`config.mk`:
```
export PLATFORM = sky130hd
export DESIGN_NAME = and_or
export DESIGN_NICKNAME = d
export VERILOG_FILES = /design/src/rtl/and_or_pkg.sv /design/src/rtl/and_or_lane.sv /design/src/rtl/and_or.sv
export SDC_FILE = /design/constraint.sdc
export NUM_CORES = 1
export LEC_CHECK = 0
export CORE_AREA = 2 2 39 41
export DETAILED_ROUTE_END_ITERATION = 6
export DIE_AREA = 0 0 41 43
export GPL_TIMING_DRIVEN = 0
export HOLD_SLACK_MARGIN = 0.05
export PLACE_DENSITY = 0.61
export SLEW_MARGIN = 0
export SYNTH_ARGS = -nofsm -noshare
export SYNTH_HDL_FRONTEND = slang
export SYNTH_SLANG_ARGS = --single-unit
```
`constraint.sdc`:
```
create_clock -name clk -period 0.9 [get_ports clk]
set_input_delay 0.135 -clock clk [delete_from_list [all_inputs] [get_ports clk]]
set_output_delay 0.135 -clock clk [all_outputs]
set_load 0.03 [all_outputs]
```
`src/rtl/and_or_pkg.sv`:
```
// Shared types and helpers for the and_or glue gate.
package and_or_pkg;

  typedef logic [2:0] cov_idx_t;

  // Coverage slot for one lane's input triple, A as the MSB.
  function automatic cov_idx_t cov_index(input logic a, input logic b, input logic c);
    return {a, b, c};
  endfunction

endpackage

```
`src/rtl/and_or_lane.sv`:
```
// One bit lane of the (A & B) | C gate.
module and_or_lane (
  input  logic a,
  input  logic b,
  input  logic c,
  output logic q
);

  assign q = (a & b) | c;

endmodule

```
`src/rtl/and_or.sv`:
```
// Bitwise (A & B) | C gate with a one-cycle registered copy and sticky lane-0 truth-table coverage.
module and_or
  import and_or_pkg::*;
#(
  parameter int unsigned WIDTH = 1
) (
  input  logic             clk,
  input  logic             rst,
  input  logic [WIDTH-1:0] A,
  input  logic [WIDTH-1:0] B,
  input  logic [WIDTH-1:0] C,
  input  logic             in_valid,
  output logic [WIDTH-1:0] Q,
  output logic [WIDTH-1:0] q_reg,
  output logic             out_valid,
  output logic [7:0]       cov,
  output logic             cov_full
);

  localparam int unsigned COV_W = 8;

  logic [COV_W-1:0] cov_q;

  // Independent combinational lanes.
  for (genvar i = 0; i < WIDTH; i++) begin : g_lane
    and_or_lane u_lane (
      .a (A[i]),
      .b (B[i]),
      .c (C[i]),
      .q (Q[i])
    );
  end

  // Registered copy: q_reg holds across invalid cycles, out_valid tracks in_valid.
  always_ff @(posedge clk or posedge rst) begin
    if (rst) begin
      q_reg     <= '0;
      out_valid <= 1'b0;
    end else begin
      if (in_valid) begin
        q_reg <= Q;
      end
      out_valid <= in_valid;
    end
  end

  // Sticky coverage of lane-0 input combinations.
  always_ff @(posedge clk or posedge rst) begin
    if (rst) begin
      cov_q <= '0;
    end else if (in_valid) begin
      cov_q[cov_index(A[0], B[0], C[0])] <= 1'b1;
    end
  end

  assign cov      = cov_q;
  assign cov_full = &cov_q;

endmodule

```
==> results by group <==
STA
  – F_max: 843 MHz
  – Period minus WS final: 1.19 ns
  – Relative slew margins: 75.5%
  – Setup ws final: -0.286 ns
  – Final Hold Vio Count: 0
  – Skew final: 0 ns
  – Final hold slack: roughly 0.14 ns
  – Actual slew at the worst max-slew pin: 0.367 ns
  – Max-slew violations: 0
  – # setup viols final: 13
  – Final period util: 132%
  – RSZ-0062 raised after global routing: true

Synth
  – Fraction of registers with async set or reset after synthesis: between 90% and 100%
  – FF+latch count, synth: 10
  – Cell Area, Synth: 392 sq um
  – Post-synth top flop: dfrtp_1
  – Synth area leaders: dfrtp_1, a31o_2, a21o_1
  – Post-synth EDFFs: 0
  – Top-count cell post-synth: dfrtp_1
  – Distinct cell type count after synthesis: 12
  – Yosys top cell by area: dfrtp_1
  – Post-synth top cells: dfrtp_1, a21o_1, a31o_2, nor2_1
  – Register area share after synthesis: 63.9%
  – Post-Synthesis Cells: 29
  – Synth Warn #: 0
  – Syn nets: 35
  – Mapped Avg Cell Area: 13.5 sq um
  – Top-area cell type share of the netlist area: between 60% and 70%

Finish
  – Layout cells sized above 1: 74.1%
  – Largest register FFs: 8
  – ANT cells: 0
  – Nets@finish: between 60 and 70
  – Cell Count, Final, Fillers Out: between 70 and 80
  – P&R area growth vs syn: 75.7%
  – Fill count: about 140
  – Final core utilization: 49.7%

Clock network
  – Clk Latency, worst-skew pair: 0.26 ns
  – CTS Root Cell: clkbuf_4
  – Clk buf depth: 2
  – Hold_buf cts: 0
  – TritonCTS Buffers: 3
  – CTS tree: done
  – H-tree lvl count: 1
  – CTS Sinks: 10
  – CTS clk-pin slew, worst paths: 0.07 ns

Floorplan
  – Die area: 1760 sq um
  – IO Pins: 18
  – Core area: 1380 sq um
  – Cell Rows: 14
  – Die height: around 43 um
  – Die Width: roughly 40 um
  – Starting Density: between 20 and 30%

Global route
  – GRT Overall Usage: 13.6%
  – Total gr overflow: 0
  – Initial antenna violation count: 0
  – Vias in the first global route: 369
  – Pin count of the biggest net entering global routing: 11
  – Global-route wire length before repair: about 1600 um

Drt
  – DRT antenna net count: 0
  – 1st-pass router iterations: 2
  – WL/cell: 11.9 um
  – Via Count: 351
  – DRC viols: 0
  – Final WL: 879 um
  – Starting DRT DRC Count: 2
  – Vias/cell: 4.74

Power
  – Power Dens Cells: 1810 nW/um^2
  – Worst VDD drop: between 0.7 and 0.8 mV
  – Leakage power: a little over 0.3 nW

Worst setup path
  – CP startpoint kind: register
  – Crit-path max FO: 3
  – Crit end category: output port
  – Worst Path Arrival: 1.05 ns
  – CP Class: reg2out
  – Req. time, crit path: roughly 0.76 ns

Placement
  – Gp weighted congestion: 0.749
  – Buffers added on ports: 17
  – Dpl cells: 62
  – Post-DP HPWL: 580 um

Run status
  – Status: finished, violations left
  – Failing checks: negative setup slack

Flow run
  – Maxcap violations: 0

Min path
  – Hold Crit Class: in2async
-- worst max-delay path, stage by stage (launching register included) --
cell and delay [ns]:
dfrtp_2 0.37, nand4_1 0.16, nor2_4 0.12, buf_6 0.13
-- logic make-up after synthesis --
group	synth area share [%]
AO/OA/AOI/OAI	19.5
buffers and inverters	0.958
flip-flops	63.9
multiplexers	3.83
AND/OR/NAND/NOR	11.8
-- stage by stage --
| stage | area [sq um] | power (mW) | setup slack (ns) | setup TNS [ns] |
|---|---|---|---|---|
| detailed placement | 599 | 0.811 | -0.831 | -6.67 |
| finish | 688 | 1.24 | -0.286 | -1.31 |
| floorplan | 409 | 0.673 | -0.0738 | -0.0738 |
| global placement | 599 | 0.811 | -0.836 | -6.70 |
| global route | 688 | 1.30 | -0.331 | -1.75 |
| CTS | 678 | 1.24 | -0.290 | -1.47 |
-- per-layer routing --
| metal | track usage, % | part of all wire (%) | up-vias | routed length [um] |
|---|---|---|---|---|
| met5 | 0 | 0 | - | 0 |
| met3 | 3.14 | 5.7 | 2 | 50 |
| met2 | 19.1 | 47 | 11 | 415 |
| met4 | 10.0 | 0.91 | 0 | 8 |
| li1 | - | - | 165 | - |
| met1 | 17.4 | 46 | 173 | 405 |
-- cells in the final DEF (no fill, tap or decap), drive strengths merged, types with 2 or more instances in the layout --
master and n:
a21o 3, a31o 4, buf 20, clkbuf 7, dfrtp 10, nand4 2, nor2 3, nor2b 2
-- where the power goes --
group | total (mW) | internal [mW] | switching [mW] | leakage [nW]
Clock | 0.405 | 0.245 | 0.160 | 0.0210
Sequential | 0.499 | 0.479 | 0.0194 | 0.0917
Combinational | 0.341 | 0.161 | 0.180 | 0.191
-- cell type report --
type                    count  area, sq um  share of cell area [%]
repair buffers             25          223                    32.4
flip-flops and latches     10          260                    37.8
clock buffers               4         36.3                    5.27
well taps                  16         20.0                    2.91
multi-input cells          18          145                    21.1
inverters                   1         3.75                   0.545
-- repair_timing --
item,4_1_cts,5_1_grt
buffers inserted,6,2
gates resized for setup,82,13
setup endpoints to repair,19,15
pin swaps,3,1
-- final timing paths --
path / from / endpoint / slack [ns] / cells past startpoint
min reg2reg: cov[4]$_DFFE_PP0P_ / cov[4]$_DFFE_PP0P_ / 0.48 / 1
max in group asynchronous: rst / cov[3]$_DFFE_PP0P_ / 0.47 / 2
max: cov[1]$_DFFE_PP0P_ / cov_full / -0.29 / 3
min in group clk: A / cov[3]$_DFFE_PP0P_ / 0.15 / 2
min: rst / cov[1]$_DFFE_PP0P_ / 0.14 / 2
max reg2reg: cov[0]$_DFFE_PP0P_ / cov[0]$_DFFE_PP0P_ / -0.01 / 3
(Power assumes the default switching activity.)
